===== src/rtl/ofm_writeback_if.sv =====
// Bus bundle for ofm_writeback: the 8-bit OFM result stream coming in and the
// word-write port going out to output feature-map memory.
interface ofm_writeback_if #(
  parameter int OFM_WIDTH  = 8,
  parameter int WORD_WIDTH = 32,
  parameter int ADDR_WIDTH = 12
);
  logic                  ofm_valid;
  logic [OFM_WIDTH-1:0]  ofm_data;
  logic                  ofm_ready;
  logic                  mem_wr_en;
  logic [ADDR_WIDTH-1:0] mem_addr;
  logic [WORD_WIDTH-1:0] mem_wdata;
  logic [3:0]            mem_byte_en;
  logic                  mem_ready;

  // master: the write-back block; slave: the stream source and the memory
  modport master (
    input  ofm_valid, ofm_data, mem_ready,
    output ofm_ready, mem_wr_en, mem_addr, mem_wdata, mem_byte_en
  );
  modport slave (
    output ofm_valid, ofm_data, mem_ready,
    input  ofm_ready, mem_wr_en, mem_addr, mem_wdata, mem_byte_en
  );
endinterface


===== src/rtl/ofm_writeback.sv =====
// OFM write-back: packs the 8-bit result stream little-endian into 32-bit words,
// one row per word-aligned run, and writes them from a programmed base address.
module ofm_writeback #(
  parameter int OFM_WIDTH  = 8,
  parameter int WORD_WIDTH = 32,
  parameter int ADDR_WIDTH = 12,
  parameter int DIM_WIDTH  = 8
) (
  input  logic                 clk,
  input  logic                 rst_n,
  input  logic                 start,
  input  logic [ADDR_WIDTH-1:0] base_addr,
  input  logic [DIM_WIDTH-1:0]  ofm_cols,
  input  logic [DIM_WIDTH-1:0]  ofm_rows,
  ofm_writeback_if.master      bus,
  output logic                 busy,
  output logic                 done
);

  typedef enum logic [1:0] {
    IDLE  = 2'd0,
    PACK  = 2'd1,
    WRITE = 2'd2,
    DONE  = 2'd3
  } state_t;

  state_t                state_r;
  logic [ADDR_WIDTH-1:0] addr_r;
  logic [DIM_WIDTH-1:0]  cols_r;
  logic [DIM_WIDTH-1:0]  rows_r;
  logic [DIM_WIDTH-1:0]  col_r;
  logic [DIM_WIDTH-1:0]  row_r;
  logic [1:0]            lane_r;
  logic [WORD_WIDTH-1:0] data_r;
  logic [3:0]            be_r;
  logic                  last_r;
  logic                  ofm_ready_r;
  logic                  wr_en_r;
  logic                  busy_r;
  logic                  done_r;

  logic accept_s;
  logic row_end_s;
  logic layer_end_s;

  assign accept_s    = bus.ofm_valid && ofm_ready_r;
  assign row_end_s   = (col_r == cols_r - DIM_WIDTH'(1));
  assign layer_end_s = row_end_s && (row_r == rows_r - DIM_WIDTH'(1));

  assign bus.ofm_ready   = ofm_ready_r;
  assign bus.mem_wr_en   = wr_en_r;
  assign bus.mem_addr    = addr_r;
  assign bus.mem_wdata   = data_r;
  assign bus.mem_byte_en = be_r;
  assign busy            = busy_r;
  assign done            = done_r;

  // Control FSM with all datapath registers and registered outputs
  always_ff @(posedge clk) begin
    if (!rst_n) begin
      state_r     <= IDLE;
      addr_r      <= {ADDR_WIDTH{1'b0}};
      cols_r      <= {DIM_WIDTH{1'b0}};
      rows_r      <= {DIM_WIDTH{1'b0}};
      col_r       <= {DIM_WIDTH{1'b0}};
      row_r       <= {DIM_WIDTH{1'b0}};
      lane_r      <= 2'd0;
      data_r      <= {WORD_WIDTH{1'b0}};
      be_r        <= 4'b0000;
      last_r      <= 1'b0;
      ofm_ready_r <= 1'b0;
      wr_en_r     <= 1'b0;
      busy_r      <= 1'b0;
      done_r      <= 1'b0;
    end else begin
      done_r <= 1'b0;
      case (state_r)
        IDLE: begin
          if (start) begin
            busy_r <= 1'b1;
            if ((ofm_cols != {DIM_WIDTH{1'b0}}) && (ofm_rows != {DIM_WIDTH{1'b0}})) begin
              addr_r      <= base_addr;
              cols_r      <= ofm_cols;
              rows_r      <= ofm_rows;
              col_r       <= {DIM_WIDTH{1'b0}};
              row_r       <= {DIM_WIDTH{1'b0}};
              lane_r      <= 2'd0;
              data_r      <= {WORD_WIDTH{1'b0}};
              be_r        <= 4'b0000;
              last_r      <= 1'b0;
              ofm_ready_r <= 1'b1;
              state_r     <= PACK;
            end else begin
              state_r <= DONE;
            end
          end
        end
        PACK: begin
          if (accept_s) begin
            for (int i = 0; i < 4; i++) begin
              if (lane_r == 2'(i)) begin
                data_r[i*OFM_WIDTH +: OFM_WIDTH] <= bus.ofm_data;
                be_r[i]                          <= 1'b1;
              end
            end
            if (row_end_s) begin
              col_r <= {DIM_WIDTH{1'b0}};
              row_r <= row_r + DIM_WIDTH'(1);
            end else begin
              col_r <= col_r + DIM_WIDTH'(1);
            end
            if (layer_end_s) begin
              last_r <= 1'b1;
            end
            // A row end flushes a partial word so the next row starts aligned
            if ((lane_r == 2'd3) || row_end_s) begin
              ofm_ready_r <= 1'b0;
              wr_en_r     <= 1'b1;
              state_r     <= WRITE;
            end else begin
              lane_r <= lane_r + 2'd1;
            end
          end
        end
        WRITE: begin
          if (bus.mem_ready) begin
            wr_en_r <= 1'b0;
            addr_r  <= addr_r + ADDR_WIDTH'(1);
            lane_r  <= 2'd0;
            be_r    <= 4'b0000;
            data_r  <= {WORD_WIDTH{1'b0}};
            if (last_r) begin
              state_r <= DONE;
            end else begin
              ofm_ready_r <= 1'b1;
              state_r     <= PACK;
            end
          end
        end
        DONE: begin
          done_r  <= 1'b1;
          busy_r  <= 1'b0;
          state_r <= IDLE;
        end
        default: begin
          state_r <= IDLE;
        end
      endcase
    end
  end

endmodule


===== src/flat_wrapper.sv =====
// flat-port wrapper written by rule: the top's interface ports become plain ports
module ofm_writeback_flat 
#(
  parameter int OFM_WIDTH  = 8,
  parameter int WORD_WIDTH = 32,
  parameter int ADDR_WIDTH = 12,
  parameter int DIM_WIDTH  = 8
)
  (clk, rst_n, start, base_addr, ofm_cols, ofm_rows, busy, done, bus_ofm_valid, bus_ofm_data, bus_mem_ready, bus_ofm_ready, bus_mem_wr_en, bus_mem_addr, bus_mem_wdata, bus_mem_byte_en);
  ofm_writeback_if #(.OFM_WIDTH(OFM_WIDTH), .WORD_WIDTH(WORD_WIDTH), .ADDR_WIDTH(ADDR_WIDTH)) bus_i ();
  input  logic clk;
  input  logic rst_n;
  input  logic start;
  input  logic [ADDR_WIDTH-1:0] base_addr;
  input  logic [DIM_WIDTH-1:0] ofm_cols;
  input  logic [DIM_WIDTH-1:0] ofm_rows;
  output logic busy;
  output logic done;
  input wire logic [$bits(bus_i.ofm_valid)-1:0] bus_ofm_valid;
  input wire logic [$bits(bus_i.ofm_data)-1:0] bus_ofm_data;
  input wire logic [$bits(bus_i.mem_ready)-1:0] bus_mem_ready;
  output wire logic [$bits(bus_i.ofm_ready)-1:0] bus_ofm_ready;
  output wire logic [$bits(bus_i.mem_wr_en)-1:0] bus_mem_wr_en;
  output wire logic [$bits(bus_i.mem_addr)-1:0] bus_mem_addr;
  output wire logic [$bits(bus_i.mem_wdata)-1:0] bus_mem_wdata;
  output wire logic [$bits(bus_i.mem_byte_en)-1:0] bus_mem_byte_en;
  assign bus_i.ofm_valid = bus_ofm_valid;
  assign bus_i.ofm_data = bus_ofm_data;
  assign bus_i.mem_ready = bus_mem_ready;
  assign bus_ofm_ready = bus_i.ofm_ready;
  assign bus_mem_wr_en = bus_i.mem_wr_en;
  assign bus_mem_addr = bus_i.mem_addr;
  assign bus_mem_wdata = bus_i.mem_wdata;
  assign bus_mem_byte_en = bus_i.mem_byte_en;
  ofm_writeback #(.OFM_WIDTH(OFM_WIDTH), .WORD_WIDTH(WORD_WIDTH), .ADDR_WIDTH(ADDR_WIDTH), .DIM_WIDTH(DIM_WIDTH)) u_core (.clk(clk), .rst_n(rst_n), .start(start), .base_addr(base_addr), .ofm_cols(ofm_cols), .ofm_rows(ofm_rows), .bus(bus_i), .busy(busy), .done(done));
endmodule

===== config.mk =====
export PLATFORM = sky130hd
export DESIGN_NAME = ofm_writeback_flat
export DESIGN_NICKNAME = d
export VERILOG_FILES = /design/src/rtl/ofm_writeback_if.sv /design/src/rtl/ofm_writeback.sv /design/src/flat_wrapper.sv
export SDC_FILE = /design/constraint.sdc
export NUM_CORES = 1
export LEC_CHECK = 0
export ABC_AREA = 1
export CELL_PAD_IN_SITES_DETAIL_PLACEMENT = 0
export CELL_PAD_IN_SITES_GLOBAL_PLACEMENT = 1
export CORE_MARGIN = 3
export CORE_UTILIZATION = 40
export CTS_BUF_LIST = sky130_fd_sc_hd__clkbuf_4 sky130_fd_sc_hd__clkbuf_8 sky130_fd_sc_hd__clkbuf_16
export DETAILED_ROUTE_END_ITERATION = 10
export GPL_TIMING_DRIVEN = 0
export PLACE_DENSITY_LB_ADDON = 0.1
export SKIP_LAST_GASP = 1
export SYNTH_ARGS = -nofsm -noshare
export SYNTH_HDL_FRONTEND = slang
export SYNTH_SLANG_ARGS = --single-unit

===== constraint.sdc =====
create_clock -name clk -period 4.85 [get_ports clk]
set_input_delay 0.97 -clock clk [delete_from_list [all_inputs] [get_ports clk]]
set_output_delay 0.97 -clock clk [all_outputs]
set_load 0.01 [all_outputs]

# Word-level counts from Yosys, hierarchy flattened
# Cells that the tools add are included.
dict set report totals {
  register_bits 89
  output_inout_bits 52
  rom_bits 0
  n_memories 0
  latchBits 0
  ramBits 0
  inputBits 41
}
dict set report classes {
  n_shift 0
  bitwise 0
  n_eq_ne 21
  n_reduce_logical 27
  add_sub_neg 6
  multipliers 0
  muxes 62
  div_mod_pow 0
  n_lt_le_gt_ge 0
}
# cell n
set op_table {}
lappend op_table {{32-bit 2-to-1 mux} 4}
lappend op_table {{32-bit one-hot mux with 3 select lines} 1}
lappend op_table {{8-bit 2-to-1 mux} 10}
lappend op_table {{12-bit 2-to-1 mux} 3}
lappend op_table {{8-bit one-hot mux with 2 select lines} 2}
lappend op_table {{6-bit AND reduction} 5}
lappend op_table {{12-bit one-hot mux with 2 select lines} 1}
lappend op_table {{2-bit 2-to-1 mux} 11}
lappend op_table {{1-bit 2-to-1 mux} 19}
lappend op_table {{2-bit by 1-bit != test with 1-bit output (second input constant)} 9}
lappend op_table {{8-bit by 1-bit adder with 8-bit output (second input constant)} 2}
lappend op_table {{8-bit == test} 2}
lappend op_table {{4-bit 2-to-1 mux} 4}
lappend op_table {{4-bit AND reduction} 4}
lappend op_table {{8-bit nonzero test} 2}
lappend op_table {{8-bit by 1-bit subtractor with 8-bit output (second input constant)} 2}
lappend op_table {{12-bit by 1-bit adder with 12-bit output (second input constant)} 1}
lappend op_table {{4-bit one-hot mux with 3 select lines} 1}
lappend op_table {{5-bit AND reduction} 2}
lappend op_table {{2-bit == test (second input constant)} 4}
lappend op_table {{2-bit != test (second input constant)} 4}
lappend op_table {{2-bit one-hot mux with 4 select lines} 1}
lappend op_table {{2-bit nonzero test} 4}
lappend op_table {{7-bit AND reduction} 1}
lappend op_table {{11 further kinds} 17}

# Longest topological paths before layout
# Gate-level depths: netlist (run 1).
dict set report logic_depth {
  ltp_word 6
  mapped_depth 15
}

# Worst setup path after synthesis (run 1)
# Ideal clock, no wire load.
dict set report synth_timing {
  kind {input -> register}
  startpoint {input ofm_rows[5]}
  endpoint {register u_core.data_r[12] (netlist: u_core.bus.mem_wdata[12])}
  setup_time_ns 0.142
  arrival_ns 1.968
  slack_ns 2.740
  required_time_ns 4.708
  stages 10
  path_cell_list {nor2_1 > nand4_1 > nand2_1 > nand2_1 > nand2_2 > nor2_8 > o21ai_4 > buf_6 > nor2_1 > a211oi_2}
}
dict set report synth_via {
  elab_chain_cells 4
}
# element line
set synth_rtl {}
lappend synth_rtl {{from (decl)} flat_wrapper.sv:16} ;# input logic [DIM_WIDTH-1:0] ofm_rows;
lappend synth_rtl {{8-bit nonzero test} ofm_writeback.sv:81} ;# if ((ofm_cols != {DIM_WIDTH{1'b0}}) && (ofm_rows != {DIM_WIDTH{1'b0}})) begin
lappend synth_rtl {{1-bit logical AND} ofm_writeback.sv:81}
lappend synth_rtl {{2-bit by 1-bit != test with 1-bit output (no line)} -}
lappend synth_rtl {{6-bit AND reduction (no line)} -}
lappend synth_rtl {{to (signal assigned)} ofm_writeback.sv:68} ;# data_r <= {WORD_WIDTH{1'b0}};
lappend synth_rtl {{to (signal assigned)} ofm_writeback.sv:88} ;# data_r <= {WORD_WIDTH{1'b0}};
lappend synth_rtl {{to (signal, indexed assignment)} ofm_writeback.sv:102} ;# data_r[i*OFM_WIDTH +: OFM_WIDTH] <= bus.ofm_data;
lappend synth_rtl {{to (decl)} ofm_writeback.sv:34} ;# logic [WORD_WIDTH-1:0] data_r;
# No other way between the ends.
# A chain may end at the register's enable or synchronous reset.

==> qor.csv, run 1 <==
stage,metric,value,unit
outcome,outcome,completed,
cts,worst-skew pair later-pin latency,0.34,ns
die,Die Y-Extent,113,µm
drt,average wire per cell in the routed design,13.3,µm
grt,total global-route track usage,19.1,%
cts,maximum count of clock buffers along a single path,2,
power_and_ir_drop,"IR drop worst, VDD",0.285,mV
cts,CTS tree,yes,
die,die span in x,113,µm
synth,most frequently used flop master after synthesis,sky130_fd_sc_hd__dfxtp_1,
synth,post-synthesis instance total,637,
synth,Cell variety after synth,34,
drt,count of vias placed by the detailed router,4256,
cts,post-CTS setup buffer count,0,
synth,flip-flop and latch count after synthesis,89,
drt,Detailed Route Iter0 Violations,254,
job,count of max-cap constraint violations,0,
drt,Initial DRT Pass Iterations,4,
synth,async set or reset register ratio after synthesis,0,%
grt,vias in the first global route,4036,
timing,final count of hold timing violations,0,
die,number of core rows,38,
drt,DRC Markers,0,
layout,post-layout utilization of the core,54.0,%
synth,post-synthesis instance area,4580,µm²
drt,routed length on met3,589,µm
die,placeable core area,11000,µm²
synth,combinational family with the most area after synthesis,simple AND/OR/NAND/NOR gates,
timing,setup repair after global routing missed its margin,false,
drt,wire length after detailed routing,11800,µm
layout,final-stage net count,790,
critical_path,Max Fanout on Critical Path,10,
timing,total negative setup slack,0,ns
critical_path,worst setup path category,input pin to register,
cts,hold buffers post-CTS,0,
timing,transition time of the tightest slew-check pin,0.674,ns
timing,total count of max-transition violations in the final report,0,
layout,non-filler cells in the finished layout,885,
die,area of the die,12800,µm²
synth,post-synthesis mux area share,0,%
grt,first-pass GRT wire length,19600,µm
drt,remaining antenna violation count after routing,0,
die,Initial Util,41.6,%
grt,initial antenna violation count,0,
drt,post-route met1 wirelength,5950,µm
cts,clock-pin slew on the worst setup and hold paths,0.06,ns
worst_hold_path,worst min-delay path class,register to register,
timing,worst-case headroom to the max-slew limit,55.1,%
cts,number of clock sinks,89,
critical_path,signal arrival time at the worst endpoint,2.79,ns
layout,relative area change from synthesis to final layout,29.9,%
critical_path,required time at the worst-slack endpoint,5.12,ns
layout,Antenna Diode Count,0,
drt,average vias per placed instance,4.81,
cts,post-cts resize count,0,
timing,setup violators final,0,
cts,H-tree levels,3,
grt,pin count of the biggest net entering global routing,14,
synth,XOR/XNOR Fraction of Synth Area,5.92,%
timing,shortest clock period the worst path allows after layout,2.52,ns
placed_design,worst-case setup slack after placement,1.94,ns
power_and_ir_drop,leakage component of the power,2.44,nW
layout,share of final-layout standard cells stronger than drive strength 1,7.92,%
placed_design,Buffers on Ports,92,
cts,cell at the root of the clock tree,sky130_fd_sc_hd__clkbuf_16,
synth,syn_area_per_cell,7.20,µm²
grt,total congestion overflow after global routing,0,
timing,maximum clock frequency,0.396,GHz
placed_design,dpl hpwl,9080,µm
timing,Final WS setup,2.33,ns
synth,Synth Area in Adders,2.46,%
synth,simple logic cell fraction of the synthesized area,23.9,%
die,I/O pin cnt,93,
synth,count of synthesis-stage warnings from yosys,0,
drt,metal2 WL,5110,µm
placed_design,final weighted congestion in routability-driven placement,0.846,
critical_path,Startpoint Class,input pin,
critical_path,kind of end point of the critical path,register,
synth,compound-gate portion of the synthesized area,18.1,%
timing,final setup skew,0.00967,ns
synth,sequential area share after synthesis,38.9,%
timing,Final period util,52.0,%
cts,number of clock buffers inserted by TritonCTS,9,
power_and_ir_drop,power density relative to cell area,627,nW/µm²
drt,top sig layer,met4,
placed_design,number of instances in the placed design,869,
synth,number of nets produced by synthesis,687,
synth,"EDFF count, synth",0,
-- flip-flops by register name (all words and copies together), names as in the netlist --
| signal | flops |
|---|---|
| u_core.bus.mem_byte_en | 4 |
| u_core.bus.ofm_ready | 1 |
| u_core.cols_r | 8 |
| u_core.lane_r | 2 |
| u_core.rows_r | 8 |
| u_core.state_r | 2 |
| u_core.busy | 1 |
| u_core.bus.mem_addr | 12 |
| u_core.row_r | 8 |
| u_core.done | 1 |
| u_core.last_r | 1 |
| u_core.bus.mem_wdata | 32 |
| u_core.bus.mem_wr_en | 1 |
| u_core.col_r | 8 |
-- cell type report --
cell class	instances	area [µm²]
fillers	1127	5080
multi-input cells	428	2310
flip-flops and latches	89	1780
repair buffers	92	921
inverters	98	370
clock buffers	13	255
well taps	140	175
plain buffers	22	124
clock inverters	3	17.5
-- kinds of logic after synthesis --
| logic type | after synthesis |
|---|---|
| flip-flops | 89 |
| AND/OR/NAND/NOR | 244 |
| XOR/XNOR | 31 |
| buffers and inverters | 120 |
| AO/OA/AOI/OAI | 144 |
| adder cells (fa/ha/maj) | 9 |
-- Yosys cell counts, types with 7 or more instances --
cell                       instances  share of area [%]
sky130_fd_sc_hd__a211oi_2          7                1.9
sky130_fd_sc_hd__a21oi_1          65                7.1
sky130_fd_sc_hd__clkbuf_1         13                1.1
sky130_fd_sc_hd__dfxtp_1          89                 39
sky130_fd_sc_hd__ha_1              9                2.5
sky130_fd_sc_hd__inv_1            91                7.5
sky130_fd_sc_hd__nand2_1          93                7.6
sky130_fd_sc_hd__nand3_1          39                4.3
sky130_fd_sc_hd__nand4_1          14                1.9
sky130_fd_sc_hd__nor2_1           75                6.1
sky130_fd_sc_hd__o21ai_0          59                6.4
sky130_fd_sc_hd__xnor2_1          12                2.3
sky130_fd_sc_hd__xor2_1           19                3.6
-- worst max-delay path: stages --
cell                              delay (ns)
sky130_fd_sc_hd__clkdlybuf4s50_1        0.62
sky130_fd_sc_hd__clkbuf_1               0.50
sky130_fd_sc_hd__clkbuf_1               0.42
sky130_fd_sc_hd__o21ai_0                0.17
sky130_fd_sc_hd__nor2_1                 0.11
-- per-stage QoR --
| step | hold slack [ns] | instance area, µm² | total power, mW |
|---|---|---|---|
| 5_1_grt | 0.469 | 5950 | 4.04 |
| 2_1_floorplan | 0.456 | 4580 | 2.39 |
| 3_5_place_dp | 0.441 | 5680 | 3.11 |
| 4_1_cts | 0.450 | 5950 | 3.77 |
| 3_3_place_gp | 0.437 | 5680 | 3.08 |
| 6_report | 0.447 | 5950 | 3.73 |
-- path summary, 6_finish.rpt --
kind / start / endpoint / depth (start not counted) / slack (ns)
worst max-delay path: rst_n / u_core.bus.mem_addr[11] / 5 / 2.33
worst min-delay path: u_core.bus.mem_wdata[29] / u_core.bus.mem_wdata[29] / 2 / 0.45
worst max register to register: u_core.cols_r[0] / u_core.col_r[6] / 14 / 2.67
worst min register to register: u_core.bus.mem_wdata[29] / u_core.bus.mem_wdata[29] / 2 / 0.45
-- layer usage --
layer,global-route usage [%],vias to the layer above
li1,-,2262
met2,28.9,89
met5,0,-
met1,27.2,1898
met4,5.85,0
met3,4.06,7
-- power by group --
group          switching (mW)  internal [mW]  leakage (nW)
Sequential              0.202          0.996         0.732
Combinational            1.06          0.837          1.57
Clock                   0.276          0.368         0.137
Total                    1.53           2.20          2.44
-- cells in the final DEF (no fill, tap or decap), types with 7 or more instances in the layout --
cell type	instances
sky130_fd_sc_hd__a211oi_2	7
sky130_fd_sc_hd__a21oi_1	65
sky130_fd_sc_hd__clkbuf_1	13
sky130_fd_sc_hd__clkbuf_16	9
sky130_fd_sc_hd__clkdlybuf4s50_1	92
sky130_fd_sc_hd__dfxtp_1	89
sky130_fd_sc_hd__ha_1	9
sky130_fd_sc_hd__inv_1	91
sky130_fd_sc_hd__nand2_1	93
sky130_fd_sc_hd__nand3_1	39
sky130_fd_sc_hd__nand4_1	14
sky130_fd_sc_hd__nor2_1	75
sky130_fd_sc_hd__o21ai_0	59
sky130_fd_sc_hd__xnor2_1	12
sky130_fd_sc_hd__xor2_1	19
(Power assumes the default switching activity.)
==> run 2, diff against run 1 <==
- CORE_UTILIZATION: 40 -> 37
- clock period: 4.85 -> 2.5 ns (I/O delays scaled with it)
==> run 2 against run 1 <==
Clock skew shrank 0.0031 ns. Final cell count grew 3.1%. Power increased by 94%. Critical endpoint is now u_core.row_r[1]. Clock power rose by 94%. Cell area rose by 0.57%. First-iteration DRC count is 17% lower.
==> qor.csv, run 2 (synthesis results as in run 1) <==
stage,metric,value,unit
critical_path,cell type group with the largest total delay on the critical path,simple AND/OR/NAND/NOR gates,
cts,CTS tree,yes,
timing,setup repair after global routing missed its margin,false,
drt,remaining antenna violation count after routing,0,
drt,Initial DRT Pass Iterations,4,
grt,pin count of the biggest net entering global routing,14,
worst_hold_path,worst hold path startpoint,u_core.bus.mem_byte_en[1],
power_and_ir_drop,"IR drop worst, VDD",0.453,mV
drt,wire length after detailed routing,11900,µm
critical_path,worst setup path category,register to register,
critical_path,CP max-delay cell,sky130_fd_sc_hd__dfxtp_1,
cts,cell at the root of the clock tree,sky130_fd_sc_hd__clkbuf_16,
cts,number of clock buffers inserted by TritonCTS,9,
critical_path,"Largest stage delay, worst path",0.31,ns
critical_path,r2r setup slk,0.36,ns
grt,global routing's busiest layer,met2,
cts,post-CTS setup buffer count,0,
critical_path,destination of the worst register-to-register timing path,u_core.row_r[1],
layout,share of final-layout standard cells stronger than drive strength 1,7.80,%
timing,shortest clock period the worst path allows after layout,2.14,ns
power_and_ir_drop,switching fraction of total power,41.1,%
layout,fill cell count,1242,
power_and_ir_drop,leakage component of the power,2.44,nW
critical_path,required time at the worst-slack endpoint,2.72,ns
timing,worst-case headroom to the max-slew limit,53.2,%
power_and_ir_drop,Comb power frac,50.7,%
power_and_ir_drop,power after layout,7.25,mW
grt,global-route track usage on met3,2.80,%
placed_design,final weighted congestion in routability-driven placement,0.841,
grt,GRT met1 Usage,23.8,%
power_and_ir_drop,Clk network pwr share,17.2,%
layout,most common library cell in the layout ignoring fill and taps,sky130_fd_sc_hd__nand2_1,
worst_hold_path,Hold Crit Depth,2,
critical_path,signal arrival time at the worst endpoint,2.37,ns
layout,Antenna Diode Count,0,
cts,clock-pin slew on the worst setup and hold paths,0.06,ns
cts,maximum count of clock buffers along a single path,2,
die,Die Y-Extent,117,µm
critical_path,Max Fanout on Critical Path,9,
timing,final count of hold timing violations,0,
job,count of max-cap constraint violations,0,
die,Initial Util,38.0,%
grt,total global-route track usage,17.6,%
power_and_ir_drop,power density relative to cell area,1210,nW/µm²
critical_path,kind of end point of the critical path,register,
cts,number of clock sinks,89,
die,die span in x,117,µm
grt,initial antenna violation count,0,
placed_design,Buffers on Ports,92,
grt,met2 track utilization from global routing,28.5,%
die,area of the die,13800,µm²
critical_path,startpoint of the most critical register-to-register path,u_core.cols_r[0],
drt,average wire per cell in the routed design,13.1,µm
power_and_ir_drop,sequential share of power,32.1,%
critical_path,Buffers & Inverters on Critical Path,1,
placed_design,number of instances in the placed design,897,
timing,Final period util,85.8,%
critical_path,most used cell along the critical path,sky130_fd_sc_hd__nand2_1,
critical_path,logic depth of the worst register-to-register path,13,
layout,Largest register FFs,32,
grt,vias in the first global route,4147,
worst_hold_path,worst min-delay path class,register to register,
drt,DRC Markers,0,
critical_path,Startpoint Class,register,
cts,worst-skew pair later-pin latency,0.34,ns
layout,post-layout utilization of the core,49.6,%
cts,post-cts resize count,0,
grt,first-pass GRT wire length,20200,µm
layout,relative area change from synthesis to final layout,30.6,%
timing,transition time of the tightest slew-check pin,0.703,ns
outcome,outcome,completed,
die,placeable core area,12100,µm²
drt,average vias per placed instance,4.74,
layout,finished layout cell area,5990,µm²
timing,total negative setup slack,0,ns
layout,highest-count cells in the layout ignoring fill and taps,"sky130_fd_sc_hd__nand2_1 (93), sky130_fd_sc_hd__clkdlybuf4s50_1 (92), sky130_fd_sc_hd__inv_1 (91)",
timing,maximum clock frequency,0.466,GHz
cts,H-tree levels,3,
grt,total congestion overflow after global routing,0,
layout,final-stage net count,790,
cts,hold buffers post-CTS,0,
placed_design,dpl hpwl,9250,µm
timing,setup violators final,0,
die,I/O pin cnt,93,
layout,non-filler cells in the finished layout,912,
timing,total count of max-transition violations in the final report,0,
placed_design,dpl cell area,5720,µm²
power_and_ir_drop,internal power of the cells,4.27,mW
worst_hold_path,worst min-delay path endpoint,u_core.bus.mem_byte_en[1],
drt,count of vias placed by the detailed router,4327,
power_and_ir_drop,switching power total,2.98,mW
critical_path,worst-path cell chain,inv_1 -> ha_1 -> nand2_1 -> nor2_1 -> nand3_1 -> nand2_1 -> nand2_1 -> nor2_1 -> nand2_1 -> nand2_2 -> nand2_4 -> nand2_4 -> a21oi_1,
die,number of core rows,40,
timing,final setup skew,0.00658,ns
drt,Detailed Route Iter0 Violations,212,
==> run 2: final cells by class <==
cell class                      instances  area [µm²]  share of cell area, %
Clock inverter                          3        17.5                  0.293
Clock buffer                           12         254                   4.24
Inverter                               98         370                   6.19
Tap cell                              168         210                   3.51
Multi-Input combinational cell        428        2310                   38.6
Timing Repair Buffer                   92         921                   15.4
Sequential cell                        89        1780                   29.8
Buffer                                 22         124                   2.07
==> run 2: how the worst max path moves through the flow <==
stage | startpoint | end | slack [ns] | depth (start not counted)
after CTS | u_core.cols_r[0] | u_core.row_r[1] | 0.34 | 13
final | u_core.cols_r[0] | u_core.row_r[1] | 0.36 | 13
after global placement | rst_n | u_core.cols_r[6] | 0.05 | 5
after global routing | u_core.cols_r[0] | u_core.col_r[6] | 0.05 | 14
after floorplan | u_core.cols_r[0] | u_core.col_r[6] | 0.78 | 14
after detailed placement | ofm_rows[0] | u_core.bus.mem_addr[3] | 0.07 | 10
==> run 2: per-stage QoR <==
| stage | hold slack [ns] | setup slack [ns] |
|---|---|---|
| after floorplan | 0.456 | 0.785 |
| after global placement | 0.436 | 0.0519 |
| after detailed placement | 0.438 | 0.0736 |
| after CTS | 0.448 | 0.342 |
| after global routing | 0.473 | 0.0512 |
| final | 0.447 | 0.355 |
==> run 2: worst register-to-register path, stage by stage, from the launching register on <==
cell	delay, ns
sky130_fd_sc_hd__dfxtp_1	0.31
sky130_fd_sc_hd__inv_1	0.17
sky130_fd_sc_hd__ha_1	0.24
sky130_fd_sc_hd__nand2_1	0.10
sky130_fd_sc_hd__nor2_1	0.15
sky130_fd_sc_hd__nand3_1	0.09
sky130_fd_sc_hd__nand2_1	0.06
sky130_fd_sc_hd__nand2_1	0.05
sky130_fd_sc_hd__nor2_1	0.12
sky130_fd_sc_hd__nand2_1	0.16
sky130_fd_sc_hd__nand2_2	0.23
sky130_fd_sc_hd__nand2_4	0.14
sky130_fd_sc_hd__nand2_4	0.15
sky130_fd_sc_hd__a21oi_1	0.08
==> run 2: power groups by stage <==
stage,clock [mW],sequential [mW],combinational (mW)
floorplan,0,2.46,2.18
global placement,0,2.35,3.65
detailed placement,0,2.36,3.70
CTS,1.29,2.33,3.71
global route,1.34,2.39,4.13
finish,1.25,2.32,3.67
==> run 2: layer usage <==
metal	vias up	share of wire (%)
met1	1966	48
met5	-	0
li1	2271	-
met2	79	47
met3	11	3.8
met4	0	1.4
==> run 3, diff against run 2 <==
--- a/config.mk
+++ b/config.mk
@@ -13,5 +13,4 @@
 export CTS_BUF_LIST = sky130_fd_sc_hd__clkbuf_4 sky130_fd_sc_hd__clkbuf_8 sky130_fd_sc_hd__clkbuf_16
 export DETAILED_ROUTE_END_ITERATION = 10
-export GPL_TIMING_DRIVEN = 0
 export PLACE_DENSITY_LB_ADDON = 0.1
 export SKIP_LAST_GASP = 1
==> constraint.sdc (replaced) <==
create_clock -name clk -period 2.5 [get_ports clk]
set_input_delay 0.5 -clock clk [delete_from_list [all_inputs] [get_ports clk]]
set_output_delay 0.5 -clock clk [all_outputs]
set_load 0.05 [all_outputs]
==> run 3 against run 2 <==
Clock skew decreased by 0.00066 ns. Hold slack about the same. Combinational power increased by 28%. Largest cell class unchanged.
==> qor.csv, run 3 (synthesis results as in run 1) <==
stage,metric,value,unit
outcome,outcome,completed,
drt,top sig layer,met4,
die,I/O pin cnt,93,
layout,post-layout utilization of the core,49.6,%
cts,maximum count of clock buffers along a single path,2,
layout,relative area change from synthesis to final layout,30.4,%
grt,total global-route track usage,17.6,%
cts,worst-skew pair later-pin latency,0.34,ns
critical_path,CP max-delay cell,sky130_fd_sc_hd__clkdlybuf4s50_1,
power_and_ir_drop,power density relative to cell area,1410,nW/µm²
drt,average wire per cell in the routed design,13.2,µm
timing,shortest clock period the worst path allows after layout,2.11,ns
power_and_ir_drop,leakage component of the power,2.45,nW
critical_path,cell type group with the largest total delay on the critical path,buffers and inverters,
cts,post-CTS setup buffer count,0,
layout,share of final-layout standard cells stronger than drive strength 1,8.32,%
power_and_ir_drop,"IR drop worst, VDD",0.544,mV
worst_hold_path,worst min-delay path class,register to register,
drt,count of vias placed by the detailed router,4248,
layout,highest-count cells in the layout ignoring fill and taps,"sky130_fd_sc_hd__nand2_1 (93), sky130_fd_sc_hd__inv_1 (91), sky130_fd_sc_hd__clkdlybuf4s50_1 (91)",
drt,routed length on met3,393,µm
grt,total congestion overflow after global routing,0,
critical_path,total stage count of the critical path,1,
grt,first-pass GRT wire length,19900,µm
timing,transition time of the tightest slew-check pin,0.526,ns
layout,fill cell count,1216,
timing,setup repair after global routing missed its margin,false,
critical_path,Max Fanout on Critical Path,6,
cts,post-cts resize count,0,
cts,CTS tree,yes,
cts,cell at the root of the clock tree,sky130_fd_sc_hd__clkbuf_16,
layout,Antenna Diode Count,0,
die,area of the die,13800,µm²
die,Die Y-Extent,117,µm
timing,final count of hold timing violations,0,
worst_hold_path,Hold Crit Depth,2,
placed_design,final weighted congestion in routability-driven placement,0.774,
timing,total count of max-transition violations in the final report,0,
grt,vias in the first global route,4073,
cts,number of clock sinks,89,
critical_path,worst-path cell chain,clkdlybuf4s50_1,
die,Initial Util,38.0,%
cts,number of clock buffers inserted by TritonCTS,9,
die,number of core rows,40,
critical_path,Buffers & Inverters on Critical Path,1,
drt,Initial DRT Pass Iterations,4,
drt,metal2 WL,5260,µm
critical_path,logic depth of the worst register-to-register path,14,
drt,average vias per placed instance,4.71,
timing,maximum clock frequency,0.474,GHz
timing,post-route worst hold slack,0.447,ns
critical_path,r2r setup slk,0.45,ns
grt,pin count of the biggest net entering global routing,30,
critical_path,signal arrival time at the worst endpoint,1.61,ns
critical_path,kind of end point of the critical path,output pin,
critical_path,"Largest stage delay, worst path",0.85,ns
timing,setup violators final,0,
placed_design,dpl hpwl,8990,µm
cts,hold buffers post-CTS,0,
drt,post-route met1 wirelength,5970,µm
cts,H-tree levels,3,
layout,Largest register FFs,32,
job,count of max-cap constraint violations,0,
timing,total negative setup slack,0,ns
critical_path,Startpoint Class,register,
critical_path,required time at the worst-slack endpoint,2.00,ns
layout,most common library cell in the layout ignoring fill and taps,sky130_fd_sc_hd__nand2_1,
critical_path,worst setup path category,register to output pin,
drt,DRC Markers,0,
die,placeable core area,12100,µm²
drt,Detailed Route Iter0 Violations,210,
timing,final setup skew,0.00592,ns
placed_design,Buffers on Ports,92,
drt,remaining antenna violation count after routing,0,
timing,worst-case headroom to the max-slew limit,64.8,%
drt,wire length after detailed routing,11900,µm
timing,Final period util,84.4,%
cts,clock-pin slew on the worst setup and hold paths,0.06,ns
die,die span in x,117,µm
grt,initial antenna violation count,0,
layout,final-stage net count,778,
-- run 3: stage by stage --
step / setup slack [ns] / total power, mW / area [µm²] / std cells
after CTS: 0.370 / 8.50 / 5980 / 901
after global placement: 0.185 / 7.04 / 5670 / 885
final: 0.390 / 8.41 / 5980 / 901
after detailed placement: 0.160 / 7.08 / 5670 / 885
after floorplan: 0.550 / 5.78 / 4580 / 637
after global routing: 0.220 / 9.00 / 5980 / 901
-- run 3: path summary, 6_finish.rpt --
check / from / endpoint
hold / removal: u_core.bus.mem_wdata[16] / u_core.bus.mem_wdata[16]
setup reg to reg: u_core.cols_r[1] / u_core.col_r[6]
hold reg to reg: u_core.bus.mem_wdata[16] / u_core.bus.mem_wdata[16]
setup / recovery: u_core.bus.mem_addr[10] / bus_mem_addr[10]
-- run 3: report_power, final --
part	internal, mW	switching, mW
registers	1.93	0.393
clock network	0.805	0.575
logic	1.55	3.15
-- run 3: layout make-up --
| type | count | area (µm²) | share of cell area (%) |
|---|---|---|---|
| clock inverters | 6 | 65.1 | 1.09 |
| repair buffers | 102 | 1000 | 16.8 |
| inverters | 98 | 370 | 6.20 |
| multi-input cells | 428 | 2310 | 38.6 |
| flip-flops and latches | 89 | 1780 | 29.8 |
| well taps | 168 | 210 | 3.52 |
| clock buffers | 10 | 239 | 4.00 |
-- run 3: layer usage --
metal | up-vias | track usage, %
li1 | 2239 | -
met4 | 0 | 7.48
met2 | 70 | 27.1
met1 | 1923 | 24.3
met5 | - | 0
met3 | 16 | 2.89
==> RTL edit 1: new RTL, settings of run 3 <==
Reset style: asynchronous (`rst_n`), changed in one clocked block.
--- a/src/rtl/ofm_writeback.sv
+++ b/src/rtl/ofm_writeback.sv
@@ -58,3 +58,3 @@
   // Control FSM with all datapath registers and registered outputs
-  always_ff @(posedge clk) begin
+  always_ff @(posedge clk or negedge rst_n) begin
     if (!rst_n) begin
Behaviour: differs if rst_n is asserted again (counterexample within 4 cycles, from zero or initial values and one cycle with rst_n low); with rst_n held inactive, the same outputs for 4 cycles.
==> RTL edit 1 against run 3 <==
  * Sequential cell count did not move
  * Synthesized cell count fell by 1.7%
  * Routed wire length down 2.2%
  * Synthesized area is 5.7% higher
  * Cell area grew 5.5%
  * Worst setup slack worse by 61 ps
Power is not compared: it rests on default switching activity, and its combinational part moved more than twofold at a synthesized area within 25%.
==> RTL edit 1: results (changes against run 3) <==
- The critical path is of the reg2reg type.
* Wire length of the first global-routing pass: 19.8 mm (-0.90%)
- The final net count came to 776 (-0.26%).
* Number of violations reported at the end of detailed-routing iteration 0: 213 (+1.4%)
- IR analysis of the VDD net gives a maximum drop of 0.307 mV.
- Crit path arrival time: 2400 ps (+790 ps)
* Drt via density: 4.65 (-1.5%)
- Logic depth of the worst register-to-register path: 13 (-1)
- DR top layer: met4
- Top cells by instance count after synthesis: 219 x sky130_fd_sc_hd__nand2_1, 89 x sky130_fd_sc_hd__dfrtp_1, 74 x sky130_fd_sc_hd__inv_1
- Origin of the critical flop-to-flop path: u_core.cols_r[0]$_DFFE_PN0P_
* Routability Congestion: 0.791 (+2.1%)
- The flow ran to the end, and the final reports show no timing, DRC or antenna violations.
* Post-route clock period utilization: 86.8% (+2.4 points)
- Detailed Place HPWL: 8.74 mm (-2.8%)
- Post-Place Setup Slack: 145 ps (-15.3 ps)
* CP delay by family, top: simple AND/OR/NAND/NOR gates
- The number of distinct library cells after synthesis was 42 (+24%).
- The synthesized instance count came to 626 (-1.7%).
- Total iterations of the first detailed-routing run: 5 (+1)
- The count of placed standard cells including taps is 887 (+0.23%).
- Leak: 0.00310 µW
- Number of global-route vias before repair: 4098 (+0.61%)
* Hold WC Path Type: in2async
* Worst-path maximum fanout: 16 (+10)
- The fraction of layout instances using a drive strength above 1 is 8.77% (+0.45 points).
- Register-to-Register Setup Slack: 330 ps (-120 ps)
- The total global routing track utilization is 17.1% (-0.45 points).
* Primary flip-flop cell chosen by synthesis mapping: sky130_fd_sc_hd__dfrtp_1
* Routed wire length on met2: 5.34 mm (+1.4%)
- The worst register-to-register path ends at u_core.row_r[0]$_DFFE_PN0P_.
- After synthesis, the cell types taking the most area are sky130_fd_sc_hd__dfrtp_1 46%, sky130_fd_sc_hd__nand2_1 17%, sky130_fd_sc_hd__inv_1 5.7%.
- Maximum number of pins on one net before global-route repair: 37 (+23%)
* Maximum clock skew at final layout: 7.24 ps (+1.32 ps)
- The routed wire length per instance is 12.9 µm (-2.3%).
- Post-route met1 wirelength: 5.44 mm (-9.0%)
- The share of synthesized flip-flops with an asynchronous set or reset is 100% (+100 points).
- Met3 routed wirelength: 684 µm (+74%)
- Net count after synthesis: 676 (-1.6%)
- Number of buffers created by CTS: 9 (unchanged)
* Critical Path Max Stage Delay: 380 ps (-470 ps)
- The level count of the clock H-tree came to 3 (unchanged).
* Portion of the post-synthesis area used by sequential elements: 46.0% (+7.1 points)
* Aggregate routed wire length: 11.6 mm (-2.2%)
- The clock reaches the later pin of the worst-skew pair after 350 ps.
- The measured slew at the worst slew-check pin is 564 ps (+38.7 ps).
* Highest-delay cell along the critical path: sky130_fd_sc_hd__dfrtp_1
[RTL edit 1: cell types whose count changed in the layout (fill, tap and decap cells not counted), sizes merged, moves of 19 or more]
cell and change:
a21oi -57, dfrtp +89, dfxtp -89, nand2 +126
nor2 -21, o21ai -19
[RTL edit 1: logic make-up after synthesis]
group | after synthesis | synth area share [%]
simple gates | 345 | 30.7
buf+inv | 93 | 7.88
flops | 89 | 46.0
compound gates | 72 | 9.81
xor+xnor | 16 | 2.89
fa+ha+maj | 9 | 2.32
mux | 2 | 0.465
[RTL edit 1: timing repair]
action / in CTS / in global routing
endpoints found under the setup margin: 0 / 9
hold buffers: 0 / 0
gates resized for setup: 0 / 1
setup buffers: 0 / 0
[RTL edit 1: area by class of cell]
class / instances / area, µm²
fillers: 1296 / 6420
clock inverters: 4 / 52.6
clock buffers: 11 / 246
flip-flops and latches: 89 / 2230
multi-input cells: 444 / 2240
well taps: 172 / 215
repair buffers: 101 / 1010
inverters: 81 / 314
[RTL edit 1: metal layers]
layer | global-route usage [%] | up-vias
met5 | 0 | -
met1 | 22.9 | 1914
met2 | 26.8 | 89
met3 | 3.41 | 10
li1 | - | 2177
met4 | 7.79 | 0
[RTL edit 1: power by group through the flow]
| stage | Clock, µW | Sequential (µW) | Combinational (µW) |
|---|---|---|---|
| finish | 1380 | 1480 | 218 |
| global route | 1480 | 1480 | 248 |
| CTS | 1430 | 1470 | 223 |
| detailed placement | 0 | 1500 | 222 |
| global placement | 0 | 1500 | 219 |
| floorplan | 0 | 1500 | 89.8 |
[RTL edit 1: stage by stage]
stage	total power [µW]	instance area [µm²]	hold slack, ps
floorplan	1590	4840	204
global placement	1720	6000	456
detailed placement	1720	6000	466
CTS	3130	6300	91.6
global route	3200	6300	110
finish	3070	6300	90.7
==> RTL edit 2: new RTL, flow settings as in run 3 <==
Made on the original files. `ADDR_WIDTH` is set to 12 in 3 places; all go to 13.
--- a/src/rtl/ofm_writeback_if.sv
+++ b/src/rtl/ofm_writeback_if.sv
@@ -5,3 +5,3 @@
   parameter int WORD_WIDTH = 32,
-  parameter int ADDR_WIDTH = 12
+  parameter int ADDR_WIDTH = 13
 );
--- a/src/rtl/ofm_writeback.sv
+++ b/src/rtl/ofm_writeback.sv
@@ -5,3 +5,3 @@
   parameter int WORD_WIDTH = 32,
-  parameter int ADDR_WIDTH = 12,
+  parameter int ADDR_WIDTH = 13,
   parameter int DIM_WIDTH  = 8
--- a/src/flat_wrapper.sv
+++ b/src/flat_wrapper.sv
@@ -5,3 +5,3 @@
   parameter int WORD_WIDTH = 32,
-  parameter int ADDR_WIDTH = 12,
+  parameter int ADDR_WIDTH = 13,
   parameter int DIM_WIDTH  = 8
Interface: changed (resized base_addr and bus_mem_addr); port bits go from 93 to 95. The function was not compared with the original's and may differ.
==> RTL edit 2 against run 3 <==
  * Non-clock buffer count increased by 9
  * Clock skew rose by 3.3 ps
  * Global-route usage up 1.0 points
  * Routed wire length rose by 3.6%
  * Sequential cell count grew 1
  * Register-to-register slack got worse by 140 ps
  * Cell area rose by 0.38%
  * Worst setup slack got worse by 87 ps
  * Die area fell by 0.26%
  * Fmax fell by 3.9%
  * Power decreased by 3.0%
  * Synthesized area decreased by 0.27%
  * Critical endpoint is now bus_mem_addr[6]
  * Largest cell class unchanged
  * Highest routed layer unchanged
==> RTL edit 2: results (changes against run 3) <==
- Portion of the post-synthesis area used by sequential elements: 39.4% (+0.54 points)
- Routed wire length on met2: 5.78 mm (+9.7%)
- Number of violations reported at the end of detailed-routing iteration 0: 285 (+36%)
- The weighted congestion reported at the end of routability-driven placement is 0.799 (+3.2%).
* Number of buffer cells added on primary ports: 94 (+2.2%)
* Cell area power density: 1360 mW/mm² (-3.4%)
- The headroom to the max-slew limit came to 64.8% (about the same).
- Post-synthesis xor/xnor area fraction: 5.75% (-0.18 points)
* Wire length of the first global-routing pass: 19.9 mm (-0.10%)
* Synth cell types: 36 (+5.9%)
* Worst-path maximum fanout: 8 (+2)
- Routed WL per cell: 13.4 µm (+1.5%)
- The via count of the first global-routing pass is 4115 (+1.0%).
- The total routed wire length on the met1 layer was 5.72 mm (-4.2%).
- Met1 routing resource usage after global routing: 23.5% (-0.79 points)
* Leak: 0.00245 µW (+0.29%)
- The met2 global-route usage came to 30.4% (+3.3 points).
* Adder-cell share of the synthesized area: 2.46% (+0.0067 points)
* Post-Place Setup Slack: 107 ps (-53.4 ps)
* Maximum number of pins on one net before global-route repair: 33 (+10%)
* Met3 demand-to-capacity share in global routing: 6.22% (+3.3 points)
- The power in the clock group is 1330 µW (-4%).
- Status: complete, no violations
- The detailed route wirelength on metal3 was 679 µm (+73%).
- Crit path arrival time: 1700 ps (+90 ps)
- Complex-gate fraction of the synthesized area: 15.3% (-2.8 points)
- Synth area leaders: sky130_fd_sc_hd__dfxtp_1 39%, sky130_fd_sc_hd__nand2_1 12%, sky130_fd_sc_hd__a21oi_1 7.1%
- The post-synth net total is 704 (+2.5%).
- The final net count came to 801 (+3.0%).
- The maximum ir drop on the vdd rail came to 0.779 mV (+43%).
- Via total after detailed routing: 4356 (+2.5%)
- The average instance area after synthesis was 7.00 µm² (-2.7%).
-- RTL edit 2: final timing paths --
| check | cells past startpoint | endpoint | slack [ps] | start |
|---|---|---|---|---|
| hold reg to reg | 2 | u_core.bus.mem_wdata[4]$_SDFFE_PN0P_ | 450 | u_core.bus.mem_wdata[4]$_SDFFE_PN0P_ |
| setup / recovery | 1 | bus_mem_addr[6] | 300 | u_core.bus.mem_addr[6]$_SDFFE_PN0P_ |
| setup reg to reg | 14 | u_core.row_r[6]$_SDFFE_PN0P_ | 310 | u_core.cols_r[0]$_SDFFE_PN0P_ |
| hold / removal | 2 | u_core.bus.mem_wdata[4]$_SDFFE_PN0P_ | 450 | u_core.bus.mem_wdata[4]$_SDFFE_PN0P_ |
-- RTL edit 2: final cells by class --
cell class              count  area [µm²]  area share, %
clock buffers               9         225           3.75
clock inverters             7        58.8          0.980
inverters                  70         267           4.44
multi-input cells         468        2360           39.4
flip-flops and latches     90        1800           30.0
well taps                 164         205           3.42
repair buffers            111        1080           18.0
